### src/rtl/seq_eval_pkg.sv
// rtl/seq_eval_pkg.sv - shared constants, state encoding and width types for the evaluation sequencer
package seq_eval_pkg;

  // Default build: 64-entry table, single-cycle detector, two reset cycles.
  localparam int DEF_DEPTH      = 64;
  localparam int DEF_DUT_LAT    = 1;
  localparam int DEF_RST_CYCLES = 2;

  // Index and count widths for the default depth; counts need one extra bit to hold DEPTH itself.
  localparam int DEF_IDX_W = $clog2(DEF_DEPTH);
  localparam int DEF_CNT_W = DEF_IDX_W + 1;

  typedef logic [DEF_IDX_W-1:0] idx_t;
  typedef logic [DEF_CNT_W-1:0] cnt_t;

  // Sequencer states.
  typedef logic [2:0] state_t;
  localparam state_t ST_IDLE   = 3'd0;
  localparam state_t ST_RESET  = 3'd1;
  localparam state_t ST_DRIVE  = 3'd2;
  localparam state_t ST_DRAIN  = 3'd3;
  localparam state_t ST_FINISH = 3'd4;

  // Used to size the shared RESET/DRAIN cycle counter.
  function automatic int max_int(input int a, input int b);
    return (a > b) ? a : b;
  endfunction

endpackage

### src/rtl/seq_eval_table.sv
// rtl/seq_eval_table.sv - 2-bit x DEPTH stimulus/expected vector RAM, sync write, async read
module seq_eval_table
  import seq_eval_pkg::*;
#(
  parameter int DEPTH = DEF_DEPTH
) (
  input  logic                     clk_i,
  input  logic                     we_i,
  input  logic [$clog2(DEPTH)-1:0] waddr_i,
  input  logic [1:0]               wdata_i,
  input  logic [$clog2(DEPTH)-1:0] raddr_i,
  output logic [1:0]               rdata_o
);

  // Bit 1 holds the stimulus, bit 0 the expected detector output.
  logic [1:0] mem_q [DEPTH];

  // Write port: contents are deliberately not reset.
  always_ff @(posedge clk_i) begin
    if (we_i) begin
      mem_q[waddr_i] <= wdata_i;
    end
  end

  assign rdata_o = mem_q[raddr_i];

endmodule

### src/rtl/seq_eval_ctrl.sv
// rtl/seq_eval_ctrl.sv - drives a candidate sequence detector from a vector table and scores its output
module seq_eval_ctrl
  import seq_eval_pkg::*;
#(
  parameter int DEPTH      = DEF_DEPTH,
  parameter int DUT_LAT    = DEF_DUT_LAT,
  parameter int RST_CYCLES = DEF_RST_CYCLES
) (
  input  logic                     clk,
  input  logic                     rst,
  input  logic                     cfg_we,
  input  logic [$clog2(DEPTH)-1:0] cfg_addr,
  input  logic                     cfg_stim,
  input  logic                     cfg_exp,
  input  logic [$clog2(DEPTH):0]   cfg_len,
  input  logic                     start,
  output logic                     busy,
  output logic                     done,
  output logic                     dut_rst,
  output logic                     dut_i,
  input  logic                     dut_out,
  output logic [$clog2(DEPTH):0]   score,
  output logic [$clog2(DEPTH):0]   mismatches,
  output logic                     fail_seen,
  output logic [$clog2(DEPTH)-1:0] first_fail
);

  localparam int IDX_W = $clog2(DEPTH);
  localparam int CNT_W = IDX_W + 1;
  localparam int CT_W  = $clog2(max_int(RST_CYCLES, DUT_LAT) + 1);

  localparam logic [CNT_W-1:0] DEPTH_C  = CNT_W'(DEPTH);
  localparam logic [CT_W-1:0]  RST_LAST = CT_W'(RST_CYCLES - 1);
  localparam logic [CT_W-1:0]  LAT_LAST = CT_W'(DUT_LAT - 1);

  state_t             state_q, state_d;
  logic [IDX_W-1:0]   k_q, k_d;
  logic [CNT_W-1:0]   len_q, len_d;
  logic [CT_W-1:0]    cnt_q, cnt_d;

  logic               busy_q, done_q, dut_rst_q, dut_i_q;
  // Expected bit travelling alongside the vector currently on dut_i.
  logic               exp_cur_q;

  logic [CNT_W-1:0]   score_q, mism_q;
  logic               fail_q;
  logic [IDX_W-1:0]   ff_q;

  // Compare delay line; stage DUT_LAT-1 lines up with dut_out for the same vector.
  logic [DUT_LAT-1:0]            pv_q;
  logic [DUT_LAT-1:0]            pe_q;
  logic [DUT_LAT-1:0][IDX_W-1:0] pk_q;

  logic [1:0] rd_data;
  logic       tbl_we;
  logic       accept;
  logic       last_vec;

  assign tbl_we   = cfg_we & ~busy_q;
  assign accept   = (state_q == ST_IDLE) & start;
  assign last_vec = ({1'b0, k_q} == (len_q - 1'b1));

  // Read address is the next index so the registered dut_i carries stim[k] in the DRIVE cycle for k.
  seq_eval_table #(
    .DEPTH(DEPTH)
  ) u_table (
    .clk_i  (clk),
    .we_i   (tbl_we),
    .waddr_i(cfg_addr),
    .wdata_i({cfg_stim, cfg_exp}),
    .raddr_i(k_d),
    .rdata_o(rd_data)
  );

  // Next-state logic for the run sequence and its counters.
  always_comb begin
    state_d = state_q;
    k_d     = k_q;
    len_d   = len_q;
    cnt_d   = cnt_q;
    case (state_q)
      ST_IDLE: begin
        if (start) begin
          len_d   = (cfg_len > DEPTH_C) ? DEPTH_C : cfg_len;
          cnt_d   = '0;
          k_d     = '0;
          state_d = ST_RESET;
        end
      end
      ST_RESET: begin
        if (cnt_q == RST_LAST) begin
          cnt_d   = '0;
          k_d     = '0;
          state_d = (len_q == '0) ? ST_FINISH : ST_DRIVE;
        end else begin
          cnt_d = cnt_q + 1'b1;
        end
      end
      ST_DRIVE: begin
        if (last_vec) begin
          cnt_d   = '0;
          state_d = ST_DRAIN;
        end else begin
          k_d = k_q + 1'b1;
        end
      end
      ST_DRAIN: begin
        if (cnt_q == LAT_LAST) begin
          state_d = ST_FINISH;
        end else begin
          cnt_d = cnt_q + 1'b1;
        end
      end
      ST_FINISH: state_d = ST_IDLE;
      default:   state_d = ST_IDLE;
    endcase
  end

  // State, counters and control outputs registered from the next state.
  always_ff @(posedge clk) begin
    if (rst) begin
      state_q   <= ST_IDLE;
      k_q       <= '0;
      len_q     <= '0;
      cnt_q     <= '0;
      busy_q    <= 1'b0;
      done_q    <= 1'b0;
      dut_rst_q <= 1'b1;
      dut_i_q   <= 1'b0;
      exp_cur_q <= 1'b0;
    end else begin
      state_q   <= state_d;
      k_q       <= k_d;
      len_q     <= len_d;
      cnt_q     <= cnt_d;
      busy_q    <= (state_d == ST_RESET) | (state_d == ST_DRIVE) | (state_d == ST_DRAIN);
      done_q    <= (state_d == ST_FINISH);
      dut_rst_q <= (state_d == ST_IDLE) | (state_d == ST_RESET) | (state_d == ST_FINISH);
      dut_i_q   <= (state_d == ST_DRIVE) & rd_data[1];
      exp_cur_q <= rd_data[0];
    end
  end

  // Delay line shifts every cycle and is loaded while a vector is on dut_i.
  always_ff @(posedge clk) begin
    if (rst) begin
      pv_q <= '0;
      pe_q <= '0;
      pk_q <= '0;
    end else begin
      pv_q[0] <= (state_q == ST_DRIVE);
      pe_q[0] <= exp_cur_q;
      pk_q[0] <= k_q;
      for (int i = 1; i < DUT_LAT; i++) begin
        pv_q[i] <= pv_q[i-1];
        pe_q[i] <= pe_q[i-1];
        pk_q[i] <= pk_q[i-1];
      end
    end
  end

  // Scoring of the delay-line head against the detector; results persist until the next accepted start.
  always_ff @(posedge clk) begin
    if (rst) begin
      score_q <= '0;
      mism_q  <= '0;
      fail_q  <= 1'b0;
      ff_q    <= '0;
    end else if (accept) begin
      score_q <= '0;
      mism_q  <= '0;
      fail_q  <= 1'b0;
      ff_q    <= '0;
    end else if (pv_q[DUT_LAT-1]) begin
      if (dut_out == pe_q[DUT_LAT-1]) begin
        score_q <= score_q + 1'b1;
      end else begin
        mism_q <= mism_q + 1'b1;
        if (!fail_q) begin
          fail_q <= 1'b1;
          ff_q   <= pk_q[DUT_LAT-1];
        end
      end
    end
  end

  assign busy       = busy_q;
  assign done       = done_q;
  assign dut_rst    = dut_rst_q;
  assign dut_i      = dut_i_q;
  assign score      = score_q;
  assign mismatches = mism_q;
  assign fail_seen  = fail_q;
  assign first_fail = ff_q;

endmodule

### config.mk
export PLATFORM = sky130hd
export DESIGN_NAME = seq_eval_ctrl
export DESIGN_NICKNAME = d
export VERILOG_FILES = /design/src/rtl/seq_eval_pkg.sv /design/src/rtl/seq_eval_table.sv /design/src/rtl/seq_eval_ctrl.sv
export SDC_FILE = /design/constraint.sdc
export NUM_CORES = 1
export LEC_CHECK = 0
export BUFFER_PORTS_ARGS = -buffer_cell sky130_fd_sc_hd__buf_2
export CAP_MARGIN = 25
export CORE_UTILIZATION = 54
export CTS_CLUSTER_SIZE = 14
export DETAILED_ROUTE_END_ITERATION = 10
export PLACE_DENSITY = 0.72
export SYNTH_ARGS = -nofsm -noshare
export SYNTH_HDL_FRONTEND = slang
export SYNTH_HIERARCHICAL = 1
export SYNTH_SLANG_ARGS = --single-unit
export TNS_END_PERCENT = 50
### constraint.sdc
create_clock -name clk -period 4.4 [get_ports clk]
set_input_delay 0.66 -clock clk [delete_from_list [all_inputs] [get_ports clk]]
set_output_delay 0.66 -clock clk [all_outputs]
set_load 0.05 [all_outputs]
==> summary.txt, run 1 <==
Run status -> completed
Sequential fraction of the synthesis area -> 0.635
Post-synth top cells -> 128 x edfxtp_1, 99 x nor2_1, 52 x dfxtp_1
ANT cells -> 0
Setup ws final -> 0.400 ns
Final TNS setup -> 0 ns
Max-slew violation count -> 0
H-tree depth -> 4
Design Area, Final -> 8630 µm²
FP Rows -> 43
Detail Route Antenna Nets -> 0
Vias in the first global route -> 4,784
Worst path max stage delay -> 0.57 ns
Cells along the critical path -> or4_4 > or3_1 > o211ai_2 > or2_1 > a21oi_1 > a31oi_4 > buf_12 > mux4_2 > a22o_1 > o21ai_0 > a21oi_1 > a211o_1 > nor2b_1
Initial DRC count -> 560
Netlist cell types -> 59
Starting density of the core -> 0.554
Worst VDD drop -> 0.358 mV
Final setup fails -> 0
DR WL/cell -> 18.6 µm
Crit end category -> register
Biggest area consumer among synthesized cells -> edfxtp_1
FF+latch count, synth -> 180
Grt total ovfl -> 0
Overall routed net length -> 15,100 µm
Die area -> 14,700 µm²
Share of cells above drive strength 1 -> 0.193
Syn. warnings -> 6
Detailed Routing Iterations Pass 1 -> 5
Post-Synthesis Net Count -> 608
Setup WS pre-CTS -> 0.453 ns
Dpl cell area -> 8060 µm²
# port buffers -> 44
Critical Path RT -> 4.70 ns
Relative slew slack -> 0.415
FFs w/ async S/R, synth -> 0
Clk_skew -> 0.00565 ns
CTS tree -> built
Startpoint Class -> register
Postcts setup bufs -> 0
Nets -> 647
Initial antenna violation count -> 0
Core Region -> 13,900 µm²
RSZ-0062 raised after global routing -> false
Crit path DAT -> 4.31 ns
CTS max path bufs -> 2
Share of the synthesized area in the top cell type -> 0.500
Final hold violation count -> 0
Top cells by area, synth -> edfxtp_1 50%, dfxtp_1 14%, mux4_2 8.5%
Clock slew seen by the registers of the worst setup and hold paths -> 0.06 ns
Crit-path max FO -> 36
CTS buffer count -> 17
HP Class -> input port to register
Fin crit share -> 0.909
Critical path type -> register to register
Largest net degree at the start of global routing -> 65
Max-cap violations -> 0
EDFF count, synth -> 128
Die width -> 121 µm
GP Congestion -> 0.835
LEAKAGE -> 2.86 nW
Cts repair resizes -> 0
Area Growth Syn to Fin -> 12.1%
Tightest Pin Transition -> 0.869 ns
P per Cell Area -> 396 nW/µm²
Count leader, synth -> edfxtp_1
Latest clock arrival within the worst-skew pair -> 0.43 ns
CTS Root Cell -> clkbuf_16
Fmax achieved -> 250 MHz
Worst path slowest cell -> or4_4
Number of I/O pins -> 45
DRC Markers -> 0
Main synth FF type -> edfxtp_1
CP dominant cell by count -> a21oi_1
Synth Cell Area -> 7690 µm²
Via count -> 4,817
Chip Height -> 121 µm
Clock Sinks -> 180
Total GRT Usage -> 0.222
Mapped Avg Cell Area -> 13.3 µm²
Vias/cell -> 5.93
DP HPWL -> 9850 µm
Hold buffer count at CTS -> 0
Fin crit period -> 4.00 ns
Post-Syn Instances -> 580
First-pass GRT wire length -> 24,100 µm
Number of fill cells -> 1,055
-- worst max-delay path: cells and delay by family (launching register included) --
kind / cells / cell delay, ns
AND/OR/NAND/NOR: 4 / 1.40
AO/OA/AOI/OAI: 7 / 1.24
multiplexers: 1 / 0.55
flip-flops: 1 / 0.37
buffers and inverters: 1 / 0.30
-- power breakdown --
part,internal [mW],switching (mW)
sequential,1.83,0.0137
combinational,0.0810,0.131
clock,0.723,0.641
-- cell type report --
cell class,count,area (µm²),share of cell area
Clock buffer,17,425,0.0493
Clock inverter,15,106,0.0123
Inverter,10,37.5,0.00435
Multi-Input combinational cell,361,2640,0.306
Sequential cell,180,4880,0.566
Tap cell,180,225,0.0261
Timing Repair Buffer,49,308,0.0357
-- through the flow --
stage | total power [mW] | std cells | util | hold WS [ns]
5_1_grt | 3.52 | 812 | 0.622 | 0.431
2_1_floorplan | 2.02 | 580 | - | 0.414
3_5_place_dp | 2.09 | 778 | 0.580 | 0.460
6_report | 3.42 | 812 | 0.622 | 0.421
4_1_cts | 3.43 | 810 | 0.619 | 0.410
3_3_place_gp | 2.08 | 778 | 0.580 | 0.453
-- path summary, 6_finish.rpt --
path | endpoint | slack [ns] | depth (start not counted) | start
worst min register to register | first_fail[0]$_SDFFE_PP0P_ | 0.47 | 2 | pk_q[0]$_SDFF_PP0_
worst max register to register | exp_cur_q$_SDFF_PP0_ | 0.40 | 13 | len_q[3]$_SDFFE_PP0P_
worst min-delay path | len_q[0]$_SDFFE_PP0P_ | 0.42 | 3 | cfg_len[0]
worst max-delay path | exp_cur_q$_SDFF_PP0_ | 0.40 | 13 | len_q[3]$_SDFFE_PP0P_
-- state kept, by name, indices dropped and copies added, names as in the netlist, 2 cells and up --
register / cells
cnt_q: 2
first_fail: 6
k_q: 6
len_q: 7
mismatches: 7
pk_q: 6
score: 7
state_q: 3
u_table/mem_q: 128
-- logic make-up (layout without fill, tap and decap cells) --
family / after synthesis / count (layout) / synth area share
AND/OR/NAND/NOR: 216 / 216 / 0.133
flip-flops: 180 / 180 / 0.635
AO/OA/AOI/OAI: 76 / 76 / 0.0706
multiplexers: 44 / 44 / 0.105
buffers and inverters: 39 / 91 / 0.0239
XOR/XNOR: 17 / 17 / 0.0194
adder cells (fa/ha/maj): 8 / 8 / 0.0130
-- metal layers --
| metal | global-route usage | part of all wire | up-vias |
|---|---|---|---|
| met5 | 0 | 0 | - |
| met4 | 0.0864 | 0.018 | 0 |
| met3 | 0.0545 | 0.070 | 25 |
| met2 | 0.362 | 0.49 | 185 |
| met1 | 0.287 | 0.42 | 2366 |
| li1 | - | - | 2241 |
-- cell usage in the layout (no fill, tap or decap), types with 3 or more instances in the layout --
| cell type | instances |
|---|---|
| a211oi_1 | 4 |
| a21o_1 | 4 |
| a21oi_1 | 13 |
| a22o_1 | 5 |
| a22oi_1 | 6 |
| a311oi_1 | 6 |
| a31oi_1 | 7 |
| and2_1 | 3 |
| and3_1 | 4 |
| buf_12 | 4 |
| buf_2 | 44 |
| clkbuf_16 | 17 |
| clkinvlp_4 | 3 |
| dfxtp_1 | 52 |
| edfxtp_1 | 128 |
| ha_1 | 8 |
| inv_1 | 10 |
| inv_6 | 5 |
| mux2i_1 | 13 |
| mux4_2 | 29 |
| nand2_1 | 34 |
| nand2b_1 | 10 |
| nand3_1 | 11 |
| nand3b_1 | 7 |
| nand4_1 | 6 |
| nor2_1 | 99 |
| nor2b_1 | 17 |
| nor3_1 | 6 |
| o21ai_0 | 11 |
| or3_1 | 9 |
| xnor2_1 | 4 |
| xor2_1 | 13 |
Power figures use the tool's default switching activity.
==> run 2, diff against run 1 <==
--- a/config.mk
+++ b/config.mk
@@ -5,6 +5,7 @@
 export SDC_FILE = /design/constraint.sdc
 export NUM_CORES = 1
 export LEC_CHECK = 0
+export ABC_AREA = 1
 export BUFFER_PORTS_ARGS = -buffer_cell sky130_fd_sc_hd__buf_2
 export CAP_MARGIN = 25
 export CORE_UTILIZATION = 54
==> run 2 against run 1 <==
Effect of this change: cell area increased by 3.4%; non-clock buffer count increased by 2; via count increased by 26%; power about the same; first-iteration DRC count decreased by 5.5%; count of clock-buffer cells in the layout increased by 2; hold slack got worse by 0.0063 ns; die area increased by 5.0%; critical path depth increased by 12; wire length increased by 14%; critical endpoint is now dut_i$_SDFF_PP0_; highest routed layer unchanged.
==> summary.txt, run 2 <==
Hold buffer count at CTS -> 0 (unchanged)
Crit end category -> register (unchanged)
Die width -> 124 µm (was 121 µm)
Via count -> 6,046 (was 4,817)
GP Congestion -> 0.868 (was 0.835)
CP dominant cell by count -> nand2_1 (was a21oi_1)
CTS Root Cell -> clkbuf_16 (unchanged)
Sequential fraction of the synthesis area -> 0.604 (was 0.635)
Post-synth top cells -> 248 x nand2_1, 153 x nand3_1, 128 x edfxtp_1 (was 128 x edfxtp_1, 99 x nor2_1, 52 x dfxtp_1)
EDFF count, synth -> 128 (unchanged)
Nets -> 932 (was 647)
Final TNS setup -> 0 ns (unchanged)
Largest net degree at the start of global routing -> 65 (unchanged)
Critical Path RT -> 4.76 ns (was 4.70 ns)
Clock Sinks -> 180 (unchanged)
Vias in the first global route -> 5,788 (was 4,784)
Chip Height -> 124 µm (was 121 µm)
RSZ-0062 raised after global routing -> false (unchanged)
Number of fill cells -> 1,257 (was 1,055)
Netlist cell types -> 35 (was 59)
Initial DRC count -> 529 (was 560)
Clk_skew -> 0.0137 ns (was 0.00565 ns)
Crit-path max FO -> 53 (was 36)
# port buffers -> 44 (unchanged)
FP Rows -> 44 (was 43)
Multi-input gate area -> 2750 µm² (was 2640 µm²)
CTS buffer count -> 17 (unchanged)
Mapped Avg Cell Area -> 9.31 µm² (was 13.3 µm²)
Hold slack -> 0.415 ns (was 0.421 ns)
Max-slew violation count -> 0 (unchanged)
Main synth FF type -> edfxtp_1 (unchanged)
DRC Markers -> 0 (unchanged)
Syn. warnings -> 6 (unchanged)
LEAKAGE -> 3.45 nW (was 2.86 nW)
Run status -> completed (unchanged)
Fin crit share -> 0.800 (was 0.909)
Max FFs per register -> 128 (unchanged)
Share of the synthesized area in the top cell type -> 0.475 (was 0.500)
Most frequent cells in the layout -> 247 x nand2_1, 153 x nand3_1, 128 x edfxtp_1 (was 128 x edfxtp_1, 99 x nor2_1, 52 x dfxtp_1)
Detailed Routing Iterations Pass 1 -> 6 (was 5)
Top cells by area, synth -> edfxtp_1 48%, dfxtp_1 13%, nand2_1 12% (was edfxtp_1 50%, dfxtp_1 14%, mux4_2 8.5%)
Detail Route Antenna Nets -> 0 (unchanged)
Post-Synthesis Net Count -> 897 (was 608)
Overall routed net length -> 17,300 µm (was 15,100 µm)
FF+latch count, synth -> 180 (unchanged)
FFs w/ async S/R, synth -> 0 (unchanged)
Fmax achieved -> 284 MHz (was 250 MHz)
Fin crit period -> 3.52 ns (was 4.00 ns)
Relative slew slack -> 0.399 (was 0.415)
Final setup fails -> 0 (unchanged)
Initial antenna violation count -> 0 (unchanged)
CTS tree -> built (unchanged)
Clock slew seen by the registers of the worst setup and hold paths -> 0.06 ns (about the same)
Worst VDD drop -> 0.323 mV (was 0.358 mV)
First-pass GRT wire length -> 28,300 µm (was 24,100 µm)
Cts repair resizes -> 0 (unchanged)
Synth Cell Area -> 8090 µm² (was 7690 µm²)
Core Region -> 14,600 µm² (was 13,900 µm²)
Total GRT Usage -> 0.235 (was 0.222)
Grt total ovfl -> 0 (unchanged)
Count leader, synth -> nand2_1 (was edfxtp_1)
HP Class -> register to register (was input port to register)
H-tree depth -> 4 (unchanged)
Postcts setup bufs -> 0 (unchanged)
Vias/cell -> 5.50 (was 5.93)
Max-cap violations -> 0 (unchanged)
Worst path slowest cell -> inv_2 (was or4_4)
Final hold violation count -> 0 (unchanged)
Reg with most FFs -> u_table/mem_q (unchanged)
CTS max path bufs -> 2 (unchanged)
Share of cells above drive strength 1 -> 0.116 (was 0.193)
Crit path DAT -> 3.88 ns (was 4.31 ns)
P per Cell Area -> 383 nW/µm² (was 396 nW/µm²)
Area Growth Syn to Fin -> 10.3% (was 12.1%)
DP HPWL -> 10,900 µm (was 9850 µm)
Latest clock arrival within the worst-skew pair -> 0.43 ns (about the same)
Sequential cell area -> 4880 µm² (unchanged)
Placed insts -> 1,067 (was 778)
Commonest non-fill, non-tap cell in the layout -> nand2_1 (was edfxtp_1)
Worst path max stage delay -> 0.65 ns (was 0.57 ns)
ANT cells -> 0 (unchanged)
Die area -> 15,500 µm² (was 14,700 µm²)
DR WL/cell -> 15.7 µm (was 18.6 µm)
Finished Layout Cells -> 1,100 (was 812)
Startpoint Class -> register (unchanged)
Post-Syn Instances -> 869 (was 580)
Critical path type -> register to register (unchanged)
Starting density of the core -> 0.554 (about the same)
Number of I/O pins -> 45 (unchanged)
Biggest area consumer among synthesized cells -> edfxtp_1 (unchanged)
Tightest Pin Transition -> 0.900 ns (was 0.869 ns)
-- run 2: cell types whose count changed in the layout (fill, tap and decap cells not counted), moves of 8 or more --
cell      previous run  this run
nor2b_1             17         0
nand2_1             34       247
inv_1               10        58
or3_1                9         0
xor2_1              13         5
mux2i_1             13         0
nand2b_1            10         0
nand3_1             11       153
mux4_2              29         0
-- run 2: cell families after synthesis --
family                     after synthesis  share of synthesized area
adders and majority gates                8                     0.0124
buffers and inverters                  100                     0.0568
AOI/OAI and AO/OA                       37                     0.0260
xor gates and xnor gates                 7                    0.00758
and+or+nand+nor                        537                      0.293
DFF                                    180                      0.604
-- run 2: metrics by stage --
step / power (mW) / area, µm² / utilization / setup slack (ns)
after floorplan: 2.04 / 8090 / - / 1.89
after global placement: 2.11 / 8360 / 0.573 / 1.06
after detailed placement: 2.11 / 8360 / 0.573 / 0.979
after CTS: 3.43 / 8880 / 0.609 / 0.913
after global routing: 3.53 / 8920 / 0.611 / 0.548
final: 3.42 / 8920 / 0.611 / 0.880
-- run 2: worst max-delay path: cells and delay by family (launching register included) --
family	cells	cell delay, ns
buf+inv	5	1.15
fa+ha+maj	1	0.31
flops	1	0.37
compound gates	1	0.12
simple gates	18	1.46
-- run 2: per-layer routing --
layer	global-route usage	up-vias	routed length (µm)
met1	0.304	2832	7240
met3	0.0515	18	1270
met4	0.0787	0	226
met5	0	-	0
met2	0.393	204	8560
li1	-	2992	-
-- run 2: layout make-up --
class,count,area share
Tap cell,184,0.0258
Sequential cell,180,0.548
Timing Repair Buffer,51,0.0334
Clock buffer,19,0.0485
Inverter,65,0.0274
Clock inverter,12,0.00940
Multi-Input combinational cell,589,0.308
-- run 2: power breakdown --
part           internal, mW  leakage [nW]  total (mW)  switching, mW
Sequential             1.83          1.57        1.84         0.0111
Combinational        0.0648          1.63       0.246          0.181
Clock                 0.717         0.245        1.33          0.617
-- run 2: final timing paths --
check / start / slack, ns / cells after the start / to
worst min-delay path: exp_cur_q$_SDFF_PP0_ / 0.42 / 2 / pe_q$_SDFF_PP0_
worst min register to register: exp_cur_q$_SDFF_PP0_ / 0.42 / 2 / pe_q$_SDFF_PP0_
worst max-delay path: len_q[0]$_SDFFE_PP0P_ / 0.88 / 25 / dut_i$_SDFF_PP0_
worst max register to register: len_q[0]$_SDFFE_PP0P_ / 0.88 / 25 / dut_i$_SDFF_PP0_
==> run 3, diff against run 2 <==
--- a/config.mk
+++ b/config.mk
@@ -5,13 +5,13 @@
 export SDC_FILE = /design/constraint.sdc
 export NUM_CORES = 1
 export LEC_CHECK = 0
-export ABC_AREA = 1
+export ABC_AREA = 0
 export BUFFER_PORTS_ARGS = -buffer_cell sky130_fd_sc_hd__buf_2
 export CAP_MARGIN = 25
 export CORE_UTILIZATION = 54
 export CTS_CLUSTER_SIZE = 14
 export DETAILED_ROUTE_END_ITERATION = 10
-export PLACE_DENSITY = 0.72
+export PLACE_DENSITY = 0.75
 export SYNTH_ARGS = -nofsm -noshare
 export SYNTH_HDL_FRONTEND = slang
 export SYNTH_HIERARCHICAL = 1
==> constraint.sdc (replaced) <==
create_clock -name clk -period 3 [get_ports clk]
set_input_delay 0.45 -clock clk [delete_from_list [all_inputs] [get_ports clk]]
set_output_delay 0.45 -clock clk [all_outputs]
set_load 0.05 [all_outputs]
==> run 3 against run 2 <==
Effect of this change: the run now ends with negative setup slack left; sequential share of layout area fell by 2.6 points; clock power rose by 65%; cell area rose by 5.0%; global-route usage rose by 0.81 points; sequential power rose by 46%; utilization rose by 6.4 points; wire length fell by 5.5%; critical path depth fell by 9; fmax rose by 1.6%; combinational power rose by 64%; die area fell by 4.8%.
==> summary.txt, run 3 (synthesis results as in run 1) <==
Run status -> finished with violations (was completed)
Failing checks -> negative setup slack
Grt total ovfl -> 0 (unchanged)
DR WL/cell -> 18.7 µm (was 15.7 µm)
Most frequent cells in the layout -> 128 x edfxtp_1, 99 x nor2_1, 55 x buf_4 (was 247 x nand2_1, 153 x nand3_1, 128 x edfxtp_1)
Vias/cell -> 5.82 (was 5.50)
FP Rows -> 43 (was 44)
Met3 Usage GRT -> 0.0512 (was 0.0515)
Placed insts -> 834 (was 1,067)
Hold slack -> 0.237 ns (was 0.415 ns)
Vias in the first global route -> 5,205 (was 5,788)
Latest clock arrival within the worst-skew pair -> 0.43 ns (about the same)
Max-cap violations -> 0 (unchanged)
Fin crit period -> 3.46 ns (was 3.52 ns)
Final setup fails -> 2 (was 0)
Setup ws final -> -0.465 ns (was 0.880 ns)
CTS max path bufs -> 2 (unchanged)
Overall routed net length -> 16,300 µm (was 17,300 µm)
CTS tree -> built (unchanged)
Commonest non-fill, non-tap cell in the layout -> edfxtp_1 (was nand2_1)
M1 GR Usage -> 0.305 (was 0.304)
Sequential cell area -> 4890 µm² (was 4880 µm²)
Max-slew violation count -> 0 (unchanged)
Area Growth Syn to Fin -> 21.8% (was 10.3%)
Clk_skew -> 0.00583 ns (was 0.0137 ns)
# port buffers -> 44 (unchanged)
Crit-path max FO -> 8 (was 53)
Multi-input gate area -> 2740 µm² (was 2750 µm²)
Setup WS pre-CTS -> -0.641 ns (was 0.979 ns)
LEAKAGE -> 3.28 nW (was 3.45 nW)
Nets -> 709 (was 932)
GR Layer Usage met2 -> 0.408 (was 0.393)
P per Cell Area -> 565 nW/µm² (was 383 nW/µm²)
Max FFs per register -> 128 (unchanged)
Worst VDD drop -> 0.450 mV (was 0.323 mV)
DP HPWL -> 10,900 µm (about the same)
Startpoint Class -> register (unchanged)
Largest net degree at the start of global routing -> 65 (unchanged)
Total GRT Usage -> 0.243 (was 0.235)
RSZ-0062 raised after global routing -> true (was false)
DRC Markers -> 0 (unchanged)
Share of cells above drive strength 1 -> 0.294 (was 0.116)
Clock slew seen by the registers of the worst setup and hold paths -> 0.06 ns (about the same)
Relative slew slack -> 0.348 (was 0.399)
Grt peak-use layer -> met2 (unchanged)
Critical path type -> register to register (unchanged)
GP Congestion -> 0.834 (was 0.868)
CTS Root Cell -> clkbuf_16 (unchanged)
Die area -> 14,700 µm² (was 15,500 µm²)
Tightest Pin Transition -> 0.969 ns (was 0.900 ns)
Number of I/O pins -> 45 (unchanged)
Detail Route Antenna Nets -> 0 (unchanged)
Final hold violation count -> 0 (unchanged)
Total power -> 5.29 mW (was 3.42 mW)
Initial antenna violation count -> 0 (unchanged)
Starting density of the core -> 0.554 (about the same)
Fmax achieved -> 289 MHz (was 284 MHz)
Reg2Reg Setup Slack -> -0.46 ns (was 0.88 ns)
Die width -> 121 µm (was 124 µm)
ANT cells -> 0 (unchanged)
Crit path DAT -> 3.77 ns (was 3.88 ns)
Fin crit share -> 1.15 (was 0.800)
Detailed Routing Iterations Pass 1 -> 5 (was 6)
Reg with most FFs -> u_table/mem_q (unchanged)
Critical Path RT -> 3.30 ns (was 4.76 ns)
H-tree depth -> 4 (unchanged)
Crit end category -> register (unchanged)
Number of fill cells -> 952 (was 1,257)
Chip Height -> 121 µm (was 124 µm)
CTS buffer count -> 17 (unchanged)
Hold buffer count at CTS -> 0 (unchanged)
Initial DRC count -> 485 (was 529)
Finished Layout Cells -> 874 (was 1,100)
HP Class -> input port to register (was register to register)
Core Region -> 13,900 µm² (was 14,600 µm²)
Clock Sinks -> 180 (unchanged)
First-pass GRT wire length -> 26,500 µm (was 28,300 µm)
Via count -> 5,083 (was 6,046)
## run 3: per-layer routing
layer  up-vias  routed length (µm)
met3        28                 902
met5         -                   0
met2       178                8240
met1      2514                6840
met4         0                 362
li1       2363                   -
## run 3: final timing paths
kind,from,cells after the start,endpoint
worst min register to register,pk_q[3]$_SDFF_PP0_,2,first_fail[3]$_SDFFE_PP0P_
worst max-delay path,len_q[4]$_SDFFE_PP0P_,16,dut_i$_SDFF_PP0_
worst max register to register,len_q[4]$_SDFFE_PP0P_,16,dut_i$_SDFF_PP0_
worst min-delay path,cfg_len[0],3,len_q[0]$_SDFFE_PP0P_
## run 3: stage by stage
stage	TNS [ns]	util	area, µm²
2_1_floorplan	-0.743	-	7730
3_3_place_gp	-1.06	0.614	8530
3_5_place_dp	-1.26	0.614	8530
4_1_cts	-0.926	0.669	9290
5_1_grt	-1.21	0.675	9370
6_report	-0.919	0.675	9370
## run 3: cell type report
cell class              count  share of cell area
well taps                 180              0.0240
flip-flops and latches    180               0.522
multi-input cells         361               0.292
clock inverters             7             0.00401
clock buffers              25              0.0609
inverters                  10             0.00401
repair buffers            111              0.0933
## run 3: power breakdown
part / total, mW / internal [mW] / switching, mW / leakage (nW)
clock network: 2.20 / 1.32 / 0.881 / 0.314
registers: 2.69 / 2.68 / 0.0105 / 1.57
logic: 0.403 / 0.179 / 0.224 / 1.39
total: 5.29 / 4.18 / 1.12 / 3.28
## run 3: critical path, cell delays in order, from the launching register on
cell and delay (ns):
dfxtp_1 0.31, or4_4 0.56, or3_4 0.34, o211ai_2 0.09, or2_4 0.17, a21oi_4 0.06
a31oi_4 0.18, buf_12 0.17, buf_8 0.13, buf_4 0.12, buf_4 0.10, mux4_2 0.50
a22oi_2 0.18, and4b_1 0.23, a311oi_1 0.06, inv_1 0.08, nor3_2 0.05
## run 3: what timing repair did
| action | CTS | global route |
|---|---|---|
| setup endpoints to repair | 2 | 2 |
| pin swaps | 14 | 5 |
| buffers inserted | 5 | 0 |
| cloned | 1 | 0 |
| resized for setup | 18 | 9 |
